<file path="src/rtl/mem_arbiter_if.sv">
// Signal bundle between the request unit, the arbiter and the RAM port.
// The slave view belongs to the arbiter; the master view is its environment.
interface mem_arbiter_if;
  logic        iREN;
  logic [31:0] iaddr;
  logic [31:0] iload;
  logic        iwait;
  logic        dREN;
  logic        dWEN;
  logic [31:0] daddr;
  logic [31:0] dstore;
  logic [31:0] dload;
  logic        dwait;
  logic        ramREN;
  logic        ramWEN;
  logic [31:0] ramaddr;
  logic [31:0] ramstore;
  logic [31:0] ramload;
  logic        ramready;
  logic        err;

  modport slave (
    input  iREN, iaddr, dREN, dWEN, daddr, dstore, ramload, ramready,
    output iload, iwait, dload, dwait, ramREN, ramWEN, ramaddr, ramstore, err
  );

  modport master (
    output iREN, iaddr, dREN, dWEN, daddr, dstore, ramload, ramready,
    input  iload, iwait, dload, dwait, ramREN, ramWEN, ramaddr, ramstore, err
  );
endinterface

</file>
<file path="src/rtl/mem_arbiter.sv">
// Single RAM port arbiter: data channel has priority, instruction fetch is
// forced after MAX_DSTREAK data grants, and a stalled RAM access is abandoned.
//   state | meaning
//   IDLE  | no grant; arbitrate pending requests
//   IGNT  | instruction fetch owns the RAM port
//   DGNT  | data access owns the RAM port
module mem_arbiter #(
  parameter int MAX_DSTREAK = 4,
  parameter int TIMEOUT     = 255
) (
  input logic         CLK,
  input logic         RST,
  mem_arbiter_if.slave bus
);
  localparam int SW = $clog2(MAX_DSTREAK + 1);
  localparam logic [SW-1:0] SMAX     = SW'(MAX_DSTREAK);
  localparam logic [7:0]    TMO_LAST = 8'(TIMEOUT - 1);

  typedef enum logic [1:0] {IDLE, IGNT, DGNT} state_t;

  state_t        state_q, state_d;
  logic [SW-1:0] streak_q, streak_d;
  logic [7:0]    tmo_q, tmo_d;

  logic        dreq;
  logic        ram_ren, ram_wen, err;
  logic [31:0] ram_addr, ram_store, iload, dload;

  assign dreq = bus.dREN | bus.dWEN;

  always_ff @(posedge CLK) begin
    if (RST) begin
      state_q  <= IDLE;
      streak_q <= '0;
      tmo_q    <= '0;
    end else begin
      state_q  <= state_d;
      streak_q <= streak_d;
      tmo_q    <= tmo_d;
    end
  end

  always_comb begin
    state_d   = state_q;
    streak_d  = streak_q;
    tmo_d     = tmo_q;
    ram_ren   = 1'b0;
    ram_wen   = 1'b0;
    ram_addr  = '0;
    ram_store = '0;
    iload     = '0;
    dload     = '0;
    err       = 1'b0;
    case (state_q)
      IDLE: begin
        tmo_d = '0;
        if (!bus.iREN) streak_d = '0;
        if (dreq && (streak_q < SMAX || !bus.iREN)) state_d = DGNT;
        else if (bus.iREN)                          state_d = IGNT;
      end
      IGNT: begin
        ram_ren  = bus.iREN;
        ram_addr = bus.iaddr;
        // a dropped request aborts quietly, before completion or timeout
        if (!bus.iREN) begin
          state_d = IDLE;
          tmo_d   = '0;
        end else if (bus.ramready) begin
          iload    = bus.ramload;
          streak_d = '0;
          state_d  = IDLE;
          tmo_d    = '0;
        end else if (tmo_q == TMO_LAST) begin
          err     = 1'b1;
          state_d = IDLE;
          tmo_d   = '0;
        end else begin
          tmo_d = tmo_q + 8'd1;
        end
      end
      DGNT: begin
        ram_wen   = bus.dWEN;
        ram_ren   = bus.dREN & ~bus.dWEN;
        ram_addr  = bus.daddr;
        ram_store = bus.dstore;
        if (!dreq) begin
          state_d = IDLE;
          tmo_d   = '0;
        end else if (bus.ramready) begin
          if (bus.dREN && !bus.dWEN) dload = bus.ramload;
          if (bus.iREN && streak_q != SMAX) streak_d = streak_q + 1'b1;
          state_d = IDLE;
          tmo_d   = '0;
        end else if (tmo_q == TMO_LAST) begin
          err     = 1'b1;
          state_d = IDLE;
          tmo_d   = '0;
        end else begin
          tmo_d = tmo_q + 8'd1;
        end
      end
      default: begin
        state_d = IDLE;
        tmo_d   = '0;
      end
    endcase
  end

  assign bus.ramREN   = ram_ren;
  assign bus.ramWEN   = ram_wen;
  assign bus.ramaddr  = ram_addr;
  assign bus.ramstore = ram_store;
  assign bus.iload    = iload;
  assign bus.dload    = dload;
  assign bus.err      = err;
  assign bus.iwait    = bus.iREN & ~(state_q == IGNT && bus.ramready);
  assign bus.dwait    = dreq & ~(state_q == DGNT && bus.ramready);
endmodule

</file>
<file path="src/flat_wrapper.sv">
// flat-port wrapper written by rule: the top's interface ports become plain ports
module mem_arbiter_flat 
#(
  parameter int MAX_DSTREAK = 4,
  parameter int TIMEOUT     = 255
)
  (CLK, RST, bus_iREN, bus_iaddr, bus_dREN, bus_dWEN, bus_daddr, bus_dstore, bus_ramload, bus_ramready, bus_iload, bus_iwait, bus_dload, bus_dwait, bus_ramREN, bus_ramWEN, bus_ramaddr, bus_ramstore, bus_err);
  mem_arbiter_if bus_i ();
  input logic CLK;
  input logic RST;
  input wire logic [$bits(bus_i.iREN)-1:0] bus_iREN;
  input wire logic [$bits(bus_i.iaddr)-1:0] bus_iaddr;
  input wire logic [$bits(bus_i.dREN)-1:0] bus_dREN;
  input wire logic [$bits(bus_i.dWEN)-1:0] bus_dWEN;
  input wire logic [$bits(bus_i.daddr)-1:0] bus_daddr;
  input wire logic [$bits(bus_i.dstore)-1:0] bus_dstore;
  input wire logic [$bits(bus_i.ramload)-1:0] bus_ramload;
  input wire logic [$bits(bus_i.ramready)-1:0] bus_ramready;
  output wire logic [$bits(bus_i.iload)-1:0] bus_iload;
  output wire logic [$bits(bus_i.iwait)-1:0] bus_iwait;
  output wire logic [$bits(bus_i.dload)-1:0] bus_dload;
  output wire logic [$bits(bus_i.dwait)-1:0] bus_dwait;
  output wire logic [$bits(bus_i.ramREN)-1:0] bus_ramREN;
  output wire logic [$bits(bus_i.ramWEN)-1:0] bus_ramWEN;
  output wire logic [$bits(bus_i.ramaddr)-1:0] bus_ramaddr;
  output wire logic [$bits(bus_i.ramstore)-1:0] bus_ramstore;
  output wire logic [$bits(bus_i.err)-1:0] bus_err;
  assign bus_i.iREN = bus_iREN;
  assign bus_i.iaddr = bus_iaddr;
  assign bus_i.dREN = bus_dREN;
  assign bus_i.dWEN = bus_dWEN;
  assign bus_i.daddr = bus_daddr;
  assign bus_i.dstore = bus_dstore;
  assign bus_i.ramload = bus_ramload;
  assign bus_i.ramready = bus_ramready;
  assign bus_iload = bus_i.iload;
  assign bus_iwait = bus_i.iwait;
  assign bus_dload = bus_i.dload;
  assign bus_dwait = bus_i.dwait;
  assign bus_ramREN = bus_i.ramREN;
  assign bus_ramWEN = bus_i.ramWEN;
  assign bus_ramaddr = bus_i.ramaddr;
  assign bus_ramstore = bus_i.ramstore;
  assign bus_err = bus_i.err;
  mem_arbiter #(.MAX_DSTREAK(MAX_DSTREAK), .TIMEOUT(TIMEOUT)) u_core (.CLK(CLK), .RST(RST), .bus(bus_i));
endmodule
</file>
<file path="config.mk">
export PLATFORM = sky130hd
export DESIGN_NAME = mem_arbiter_flat
export DESIGN_NICKNAME = d
export VERILOG_FILES = /design/src/rtl/mem_arbiter_if.sv /design/src/rtl/mem_arbiter.sv /design/src/flat_wrapper.sv
export SDC_FILE = /design/constraint.sdc
export NUM_CORES = 1
export LEC_CHECK = 0
export ABC_AREA = 1
export ABC_CLOCK_PERIOD_IN_PS = 2200
export CELL_PAD_IN_SITES_DETAIL_PLACEMENT = 0
export CELL_PAD_IN_SITES_GLOBAL_PLACEMENT = 1
export CORE_UTILIZATION = 14
export DETAILED_ROUTE_END_ITERATION = 16
export GPL_TIMING_DRIVEN = 0
export PLACE_DENSITY_LB_ADDON = 0.1
export REMOVE_ABC_BUFFERS = 1
export SLEW_MARGIN = 20
export SYNTH_ARGS = -nofsm -noshare
export SYNTH_HDL_FRONTEND = slang
export SYNTH_SLANG_ARGS = --single-unit
</file>
<file path="constraint.sdc">
create_clock -name CLK -period 2.2 [get_ports CLK]
set_clock_uncertainty 0.2 [all_clocks]
set_input_delay 0.33 -clock CLK [delete_from_list [all_inputs] [get_ports CLK]]
set_output_delay 0.33 -clock CLK [all_outputs]
set_load 0.05 [all_outputs]
</file>
Word-level counts from Yosys, hierarchy flattened. Cells that the tools add are included.

Bits in registers: 13. Input port bits: 134. Output and inout bits: 133. Word-level logic and storage cells: 70.

$add $sub $neg: 2. $lt $le $gt $ge: 1. Equal/unequal tests: 11. Muxes and demuxes: 35. Bitwise operators: 7. Reduce and logical (&&, ||, !) cells: 11.

Operators with widths (count): two-way mux 32 bit (8); one-hot mux 32 bit (2 select lines) (1); two-way mux 8 bit (4); two-way mux 3 bit (6); one-hot mux 8 bit (2 select lines) (1); two-way mux 2 bit (6); one-hot mux 3 bit (3 select lines) (1); adder 8 x 1 -> 8 bit, second input constant (1); equality test 8 bit, second input constant (1); inequality test 2 bit, second input constant (4); AND reduction 7 bit (1); one-hot mux 2 bit (3 select lines) (1); logical AND 1 bit (5); two-way mux 1 bit (5); inequality test 2 x 1 -> 1 bit, second input constant (2); one-hot mux 1 bit (2 select lines) (2); adder 3 x 1 -> 3 bit, second input constant (1); AND 1 bit (3); < comparator 3 bit, second input constant (1); inequality test 3 x 2 -> 1 bit, second input constant (1); inequality test 3 bit, second input constant (1); NOT 1 bit (3); nonzero test 3 bit (1); equality test 2 x 1 -> 1 bit, second input constant (1); other kinds (5) (6).

Depth between registers and ports, before layout. Gate-level depths: netlist of the first run.

Word-level depth: 6. Depth in mapped cells: 10. Depth with buffers taken out: 9.

Worst setup path before layout of the first run. No wires, ideal clock.

Path kind: reg2out. Start point: register u_core.state_q[0]. End point: output port bus_err. Arrival time: 2.045 ns. Setup slack: -0.375 ns. Stages on the path, launching flop included: 7. Buffers on the path: 2. Path through: dfxtp_1 > inv_1 > ha_1 > buf_6 > buf_2 > o211ai_1 > nor3_1.

Longest elaborated chain between the ends: 2. Elaborated cells on any way between the ends: 3. Those cells by class: eq/ne (2); mux (1).

Ends and longest elaborated chain: start: declaration (line mem_arbiter.sv:21) `state_t state_q, state_d;`; start signal: assignment (line mem_arbiter.sv:37) `state_q <= state_d;`; equality test 2 bit or equality test 2 x 1 -> 1 bit (tied branches) (line mem_arbiter.sv:54) `case (state_q)`; one-hot mux 1 bit (2 select lines) (*) (line mem_arbiter.sv:54); end: declaration (line flat_wrapper.sv:27) `output wire logic [$bits(bus_i.err)-1:0] bus_err;`.

Mark *: on every way between the ends. The rest lies on a longest branch, timed or not.

Worst setup path in the final report of the first run.
Start point: register u_core.state_q[0]. End point: output port bus_ramREN.

Longest elaborated chain between the ends: 2. Elaborated cells on any way between the ends: 3. Those cells by class: eq/ne (2); mux (1).

Ends and longest elaborated chain: equality test 2 bit or equality test 2 x 1 -> 1 bit (tied branches) (line mem_arbiter.sv:54); one-hot mux 1 bit (2 select lines) (*) (line mem_arbiter.sv:54); end: declaration (line flat_wrapper.sv:23) `output wire logic [$bits(bus_i.ramREN)-1:0] bus_ramREN;`.

Marks and branches as above.

==> flow_summary.toml, run 1 <==
[sta]
max_slew.worst_pin.slew_ns = 0.667
holdWs_ns = 0.260
fmax_mhz = 452
min_period_ns = 2.21
timing.final.crit_share_pct = 101
rsz0062_at_grt = "yes"
setup_slack_ns = -0.0138
hold_viol_final = 0
setup_violations = 5
drv_slew = 0
relSlewSlack_pct = 55.6

[place]
dp_hpwl_mm = 9.33
place.gp.congestion = 0.788
place_area_sq_um = 4830
port_buffers = 266

[global_routing]
grt_pass1_wl_mm = 17.3
grt_max_degree = 36
first_global_vias = 3218
overflow = 0
antenna_found_initial = 0
grt_use_total_pct = 15.4

[synthesis]
postSynthCellCount = 401
yosys.area.top_type = "nand2_1"
synth_top_area_share_pct = 29.8
synth_area_leaders = "nand2_1 (30%), nor2_1 (16%), dfxtp_1 (13%)"
async_reset_ff_share_pct = 0
yosys_warnings = 0
synth.most_common_cell = "nand2_1"
synth-edff-count = 0
synth-seq-cells = 13
netlist_area_sq_um = 1990
seq_area_frac_synth_pct = 13.1
synth_area_per_cell_sq_um = 4.96
ys.flop_type = "dfxtp_1"
synthDistinctLibCells = 29
synthTopCellsByCount = "nand2_1 (158), nor2_1 (83), inv_1 (45)"

[route]
route.vias.total = 3345
ant_nets = 0
via_per_inst = 3.98
drc = 0
wire_per_inst_um = 14.7
drt_iter0_drc = 73
dr.pass1.iters = 6
routed_wl_mm = 12.4

[power]
p_seq_share_pct = 14.2
p_leak_nw = 2.39
clkPwrFrac_pct = 19.4
p_sw_mw = 0.822
pwr_density_cell_nw_per_um2 = 359
p_total_mw = 1.81
swShare_pct = 45.3
combPwrFrac_pct = 66.4
internal_power_mw = 0.992
ir_drop_mv = 0.257

[outcome]
violations = "setup timing"
status = "finished, violations left"

[floorplan]
core_sq_um = 13900
die_x_um = 121
die-area_sq_um = 14700
start_util_pct = 14.3
fp.dieH_um = 121
rows = 43
ios = 267

[finish]
drive_gt1_share_pct = 29.3
design_area_sq_um = 5060
syn_to_final_growth_pct = 154
antenna_cells = 0
nets = 804

[clocking]
cts_tree = "done"
cts_buffer_depth = 2
root_buffer = "clkbuf_16"
cts.clk_slew.worst_paths_ns = 0.05
cts.sinks = 13
htreeDepth = 1
cts-buffers-inserted = 3
clk_latency_ns = 0.24

[worst_setup_path]
crit_start = "u_core.state_q[0]"
rr_endpoint = "u_core.streak_q[1]"
endpoint = "bus_ramREN"
r2r-start = "u_core.state_q[0]"
crit_path_end_kind = "primary output"
arrival_ns = 1.68
crit_fanout = 9
r2r_cells = 9
startpoint_type = "flop"
crit_type = "flop to primary output"
r2r_slack_ns = 0.36
crit_required_ns = 1.67

[job]
drv_cap = 0

[min_path]
hold_path.class = "flop to flop"
==> how the worst min path moves through the flow <==
stage | from | end | slack, ns | depth (start not counted)
2_1_floorplan | RST | u_core.state_q[0] | 0.20 | 1
3_3_place_gp | u_core.tmo_q[0] | u_core.tmo_q[0] | 0.25 | 1
3_5_place_dp | u_core.tmo_q[0] | u_core.tmo_q[0] | 0.26 | 1
4_1_cts | u_core.tmo_q[0] | u_core.tmo_q[0] | 0.26 | 1
5_1_grt | u_core.tmo_q[0] | u_core.tmo_q[0] | 0.32 | 1
6_report | u_core.tmo_q[0] | u_core.tmo_q[0] | 0.26 | 1
==> what timing repair did <==
item,in CTS,in global routing
setup buffers,4,3
gates cloned,2,4
hold buffers,0,0
setup endpoints to repair,143,81
resized for setup,696,113
==> layer usage <==
metal  up-vias  global-route usage [%]  share of wire, %
met4         0                    3.78               1.9
met1      1443                    14.0                33
met5         -                       0                 0
li1       1729                       -                 -
met3        12                    5.50               9.3
met2       161                    31.4                55
==> power groups by stage <==
stage          logic [mW]  clock network, mW  registers, mW
2_1_floorplan       0.590                  0          0.257
3_3_place_gp         1.11                  0          0.259
3_5_place_dp         1.12                  0          0.261
4_1_cts              1.16              0.360          0.257
5_1_grt              1.29              0.373          0.258
6_report             1.20              0.352          0.257
==> layout make-up <==
type	count	area, sq um
clock buffer	4	78.8
fill	1506	8820
inverter	47	186
multi-input combinational	316	1590
sequential	13	265
tap	180	225
timing repair buffer	281	2720
==> cell families (layout without fill, tap and decap cells) <==
kind of cell	count (synthesis)	count (layout)	share of synthesized area, %
AND/OR/NAND/NOR	258	258	51.2
buffers and inverters	72	332	15.5
AO/OA/AOI/OAI	45	45	13.0
flip-flops	13	13	13.1
adder cells (fa/ha/maj)	8	8	5.03
XOR/XNOR	5	5	2.20
==> state kept, by name (all words and copies together) (netlist names) <==
| name | flops |
|---|---|
| u_core.streak_q | 3 |
| u_core.tmo_q | 8 |
| u_core.state_q | 2 |
==> critical path, stage by stage, from the launching register on <==
cell and delay (ns):
dfxtp_4 0.37, inv_4 0.07, ha_4 0.20, buf_12 0.14
nand3_4 0.15, buf_12 0.19, a21oi_2 0.13, buf_6 0.18
==> stage by stage <==
step / worst slack [ns] / std cells / TNS, ns / util, %
floorplan: -2.15 / 376 / -148.12 / -
global placement: -4.02 / 822 / -340.08 / 34.2
detailed placement: -0.973 / 825 / -81.37 / 34.8
CTS: -0.0431 / 835 / -0.114 / 34.4
global route: -0.108 / 841 / -3.28 / 36.4
finish: -0.0138 / 841 / -0.0273 / 36.4
==> placed cells by master, fill, tap and decap left out, types with 2 or more instances in the layout <==
cell,instances
a21oi_1,33
a21oi_2,5
buf_12,4
buf_2,42
buf_4,27
buf_6,41
buf_8,3
bufbuf_16,2
clkbuf_16,6
clkbuf_2,2
clkbuf_4,12
clkdlybuf4s15_1,3
clkdlybuf4s15_2,6
clkdlybuf4s18_2,3
clkdlybuf4s50_1,131
dfxtp_1,11
ha_1,5
ha_4,3
inv_1,44
nand2_1,158
nand3_1,7
nor2_1,62
nor2_2,16
nor2_4,6
nor3_2,2
o21bai_1,2
xnor2_1,2
xor2_1,3
No activity file was read; power rests on OpenSTA's default activity.
==> run 2: changes to the inputs <==
Settings changed: CORE_ASPECT_RATIO from default to 2.
==> run 2 against run 1 <==
Compared with the run above:
- the run still ends with setup timing left
- first-iteration DRC count increased by 37%
- register-to-register slack got worse by 0.06 ns
- sequential power about the same
- critical path depth increased by 1
- die area increased by 0.19%
- clock power decreased by 1%
- non-clock buffer count increased by 12
- final area increased by 8.6%
==> flow_summary.toml, run 2 (same netlist as run 1, synthesis figures left out) <==
[outcome]
status = "finished, violations left"
violations = "setup timing"

[worst_setup_path]
slowest_delay_ns = 0.37
r2r-start = "u_core.state_q[1]"
rr_endpoint = "u_core.state_q[1]"
r2r_cells = 9
crit_path_end_kind = "primary output"
startpoint_type = "flop"
crit_type = "flop to primary output"
critPathMostFrequentCell = "buf_12"
path_cells = "inv_4 -> ha_4 -> buf_12 -> buf_16 -> nand3_4 -> buf_12 -> a21oi_4 -> buf_8"
r2r_slack_ns = 0.30
worst-path-buf-inv = 5
cp_top_family = "buffers and inverters"
arrival_ns = 1.75
crit_slowest_cell = "dfxtp_4"
crit_required_ns = 1.67
crit_fanout = 14

[clocking]
htreeDepth = 1
cts-buffers-inserted = 3
cts.sinks = 13
cts_tree = "done"
cts.clk_slew.worst_paths_ns = 0.04
cts_buffer_depth = 2
clk_latency_ns = 0.24
root_buffer = "clkbuf_16"
hold_buffers = 0

[finish]
nets = 819
ff_latch_area_sq_um = 265
fillers = 1522
final_util_pct = 39.5
regMostFlops = "u_core.tmo_q"
multi_input_area_sq_um = 1790
syn_to_final_growth_pct = 176
drive_gt1_share_pct = 34.6
mostFrequentLayoutCells = "nand2_1 (154), clkdlybuf4s50_1 (130), nor2_1 (54)"
final_common_cell = "nand2_1"
reg_top3 = "u_core.tmo_q x8, u_core.streak_q x3, u_core.state_q x2"
largest_reg_flops = 8
design_area_sq_um = 5490

[sta]
hold_viol_final = 0
drv_slew = 0
setup_slack_ns = -0.0777
timing.final.crit_share_pct = 104
min_period_ns = 2.28
setup_violations = 38
holdWs_ns = 0.273
fmax_mhz = 439
relSlewSlack_pct = 55.6
max_slew.worst_pin.slew_ns = 0.665
rsz0062_at_grt = "yes"

[route]
drt_iter0_drc = 100
ant_nets = 0
via_per_inst = 4.12
routed_wl_mm = 14.2
drc = 0
route.vias.total = 3571
wire_per_inst_um = 16.4
dr.pass1.iters = 5

[min_path]
hold_path.class = "flop to flop"
hold_end = "u_core.tmo_q[0]"
min_path_cells = 1
worstHoldStart = "u_core.tmo_q[0]"

[global_routing]
first_global_vias = 3400
grt_max_degree = 36
antenna_found_initial = 2
grt_pass1_wl_mm = 19.1
overflow = 0
grt_use_total_pct = 17.5

[power]
p_leak_nw = 2.52
ir_drop_mv = 0.201
p_total_mw = 1.96
pwr_density_cell_nw_per_um2 = 356

[place]
port_buffers = 266
place_area_sq_um = 4810
dp_hpwl_mm = 10.2
place.gp.congestion = 0.808

[floorplan]
ios = 267
start_util_pct = 14.3
rows = 61
die-area_sq_um = 14700
fp.dieH_um = 171
core_sq_um = 13900
die_x_um = 86.3

[job]
drv_cap = 0
==> run 2: cell count changes in the layout (fill, tap and decap cells not counted), sizes merged <==
cell / change
clkdlybuf4s15: -7
clkdlybuf4s18: -3
dlymetal6s2s: +1
nand3: +2
buf: +20
bufbuf: -2
nand2: +1
clkbuf: +4
diode: +2
clkdlybuf4s50: -1
==> run 2: metal layers <==
metal / track usage, % / share of wire [%] / vias to the layer above
met3: 4.00 / 7.3 / 24
met4: 7.17 / 4.3 / 0
met2: 36.5 / 58 / 197
met1: 15.0 / 31 / 1584
met5: 0 / 0 / -
li1: - / - / 1766
==> run 2: per-stage QoR <==
stage	setup WS (ns)	instances	TNS [ns]
floorplan	-2.15	376	-148.12
global placement	-3.94	831	-336.80
detailed placement	-1.34	833	-95.47
CTS	-0.179	846	-1.48
global route	-0.127	867	-5.37
finish	-0.0777	867	-1.03
==> run 2: where the power goes <==
group,internal (mW),total [mW],switching [mW]
logic,0.571,1.35,0.782
registers,0.246,0.258,0.0115
clock network,0.245,0.347,0.102
total,1.06,1.96,0.896
==> run 2: timing repair <==
item,in CTS,in global routing
pin swaps,3,8
resized for setup,707,191
setup endpoints to repair,143,128
cloned,4,6
setup buffers,5,14
==> run 2: worst max path at each step <==
stage                            startpoint              end  slack [ns]  cells after the start
final                     u_core.state_q[0]       bus_ramREN       -0.08                      8
after floorplan           u_core.state_q[0]       bus_ramREN       -2.15                      4
after CTS                 u_core.state_q[1]  bus_ramaddr[28]       -0.18                      6
after detailed placement  u_core.state_q[0]       bus_ramREN       -1.34                      6
after global placement    u_core.state_q[0]       bus_ramREN       -3.94                      5
after global routing      u_core.state_q[0]       bus_ramREN       -0.13                      8
==> run 2: layout make-up <==
class	count	area share, %
Inverter	47	3.53
Multi-Input combinational cell	319	32.6
Sequential cell	13	4.83
Tap cell	189	4.31
Antenna cell	2	0.0911
Timing Repair Buffer	293	53.2
Clock buffer	4	1.44
==> run 3: changes to the inputs <==
Settings changed: PLACE_DENSITY from default to 0.92, PLACE_DENSITY_LB_ADDON 0.1 to default.
==> run 3 against run 2 <==
Compared with the run above:
- the flow still finishes with violations (setup timing)
- global-route usage decreased by 3.1 points
- power decreased by 4.7%
- register-to-register slack improved by 0.08 ns
- critical path type unchanged
- worst hold slack got worse by 0.0031 ns
- clock power about the same
- largest cell class unchanged
- largest power group unchanged
- routed wire length decreased by 13%
- fmax increased by 3.3%
- die area unchanged
- count of clock-buffer cells in the layout unchanged
- core utilization decreased by 3.5 points
- flip-flop and latch count unchanged
==> flow_summary.toml, run 3 (same netlist as run 1, synthesis figures left out) <==
[outcome]
status = "finished, violations left"
violations = "setup timing"

[min_path]
min_path_cells = 1
hold_path.class = "flop to flop"
hold_end = "u_core.tmo_q[0]"
worstHoldStart = "u_core.tmo_q[0]"

[power]
pwr_density_cell_nw_per_um2 = 373
p_leak_nw = 2.39
ir_drop_mv = 0.197
p_total_mw = 1.87

[route]
route.vias.total = 3521
drt_iter0_drc = 73
dr.pass1.iters = 6
drc = 0
via_per_inst = 4.09
ant_nets = 0
routed_wl_mm = 12.3
wire_per_inst_um = 14.3

[global_routing]
grt_use_total_pct = 14.4
grt_pass1_wl_mm = 16.5
first_global_vias = 3356
overflow = 0
grt_max_degree = 46
antenna_found_initial = 0

[clocking]
clk_latency_ns = 0.24
cts-buffers-inserted = 3
cts.clk_slew.worst_paths_ns = 0.05
cts.sinks = 13
root_buffer = "clkbuf_16"
cts_tree = "done"
cts_buffer_depth = 2
hold_buffers = 0
htreeDepth = 1

[floorplan]
die_x_um = 86.3
ios = 267
rows = 61
start_util_pct = 14.3
die-area_sq_um = 14700
fp.dieH_um = 171
core_sq_um = 13900

[worst_setup_path]
slowest_delay_ns = 0.36
crit_type = "flop to primary output"
path_cells = "inv_4 -> ha_4 -> buf_8 -> buf_6 -> nand3_4 -> nor2_1 -> buf_6"
crit_slowest_cell = "dfxtp_4"
r2r_cells = 10
crit_path_end_kind = "primary output"
worst-path-buf-inv = 4
r2r_slack_ns = 0.38
arrival_ns = 1.68
r2r-start = "u_core.state_q[0]"
rr_endpoint = "u_core.streak_q[1]"
critPathMostFrequentCell = "buf_6"
crit_fanout = 8
crit_required_ns = 1.67
startpoint_type = "flop"
cp_top_family = "buffers and inverters"

[finish]
largest_reg_flops = 8
reg_top3 = "u_core.tmo_q x8, u_core.streak_q x3, u_core.state_q x2"
regMostFlops = "u_core.tmo_q"
final_common_cell = "nand2_1"
stdcell_count = 861
syn_to_final_growth_pct = 151
nets = 815
antenna_cells = 0
mostFrequentLayoutCells = "nand2_1 (155), clkdlybuf4s50_1 (130), nor2_1 (71)"
drive_gt1_share_pct = 31.0
fillers = 1540

[sta]
hold_viol_final = 0
min_period_ns = 2.21
relSlewSlack_pct = 73.0
timing.final.crit_share_pct = 100
setup_violations = 3
rsz0062_at_grt = "yes"
drv_slew = 0
max_slew.worst_pin.slew_ns = 0.404
fmax_mhz = 453
final.setup.tns_ns = -0.0122
setup_slack_ns = -0.00596

[place]
port_buffers = 266
place.gp.congestion = 0.783
dp_cells = 833
dp_hpwl_mm = 8.21

[job]
drv_cap = 0
run 3: worst max-delay path by stage:
stage	from	to	depth (start not counted)
finish	u_core.state_q[0]	bus_dload[29]	7
global route	u_core.state_q[0]	bus_dload[22]	7
CTS	u_core.state_q[0]	bus_err	7
detailed placement	u_core.state_q[0]	bus_dload[23]	5
global placement	u_core.state_q[0]	bus_dload[23]	5
floorplan	u_core.state_q[0]	bus_ramREN	4
run 3: what timing repair did:
action                                  CTS  global route
setup buffers                            10             6
gates resized for setup                 659           153
pin swaps                                 3             5
gates cloned                              2             6
endpoints found under the setup margin  143            91
run 3: worst register-to-register path, cell delays in order (launching register included):
cell	delay (ns)
dfxtp_4	0.37
inv_4	0.04
ha_4	0.19
buf_4	0.17
buf_12	0.15
nand3_1	0.08
a21boi_2	0.28
nand2_2	0.11
nand2_1	0.06
nand2_1	0.04
nor2_1	0.07
run 3: report_power, final:
group	internal [mW]	total [mW]	leakage, nW	switching (mW)
clock network	0.245	0.348	0.0382	0.104
logic	0.509	1.26	2.24	0.752
registers	0.246	0.257	0.106	0.0103
total	1.00	1.87	2.39	0.866
run 3: area by class of cell:
class | count | area, sq um | share of cell area [%]
inverter | 47 | 189 | 3.78
timing repair buffer | 288 | 2590 | 51.8
multi-input combinational | 320 | 1640 | 32.8
sequential | 13 | 265 | 5.30
clock buffer | 4 | 78.8 | 1.58
tap | 189 | 236 | 4.73
run 3: per-stage QoR:
step | hold slack [ns] | instance area (sq um) | util, % | setup slack [ns]
final | 0.270 | 5000 | 36.0 | -0.00596
after CTS | 0.271 | 4710 | 33.9 | -0.0240
after detailed placement | 0.260 | 4820 | 34.7 | -1.13
after global routing | 0.293 | 5000 | 36.0 | -0.0325
after floorplan | 0.199 | 1860 | - | -2.15
after global placement | 0.247 | 4760 | 34.2 | -4.00
run 3: metal layers:
| layer | vias to the layer above | global-route usage [%] | part of all wire, % |
|---|---|---|---|
| met2 | 212 | 32.2 | 59 |
| li1 | 1764 | - | - |
| met4 | 0 | 3.33 | 2.2 |
| met1 | 1527 | 12.3 | 32 |
| met3 | 18 | 2.12 | 7.1 |
| met5 | - | 0 | 0 |
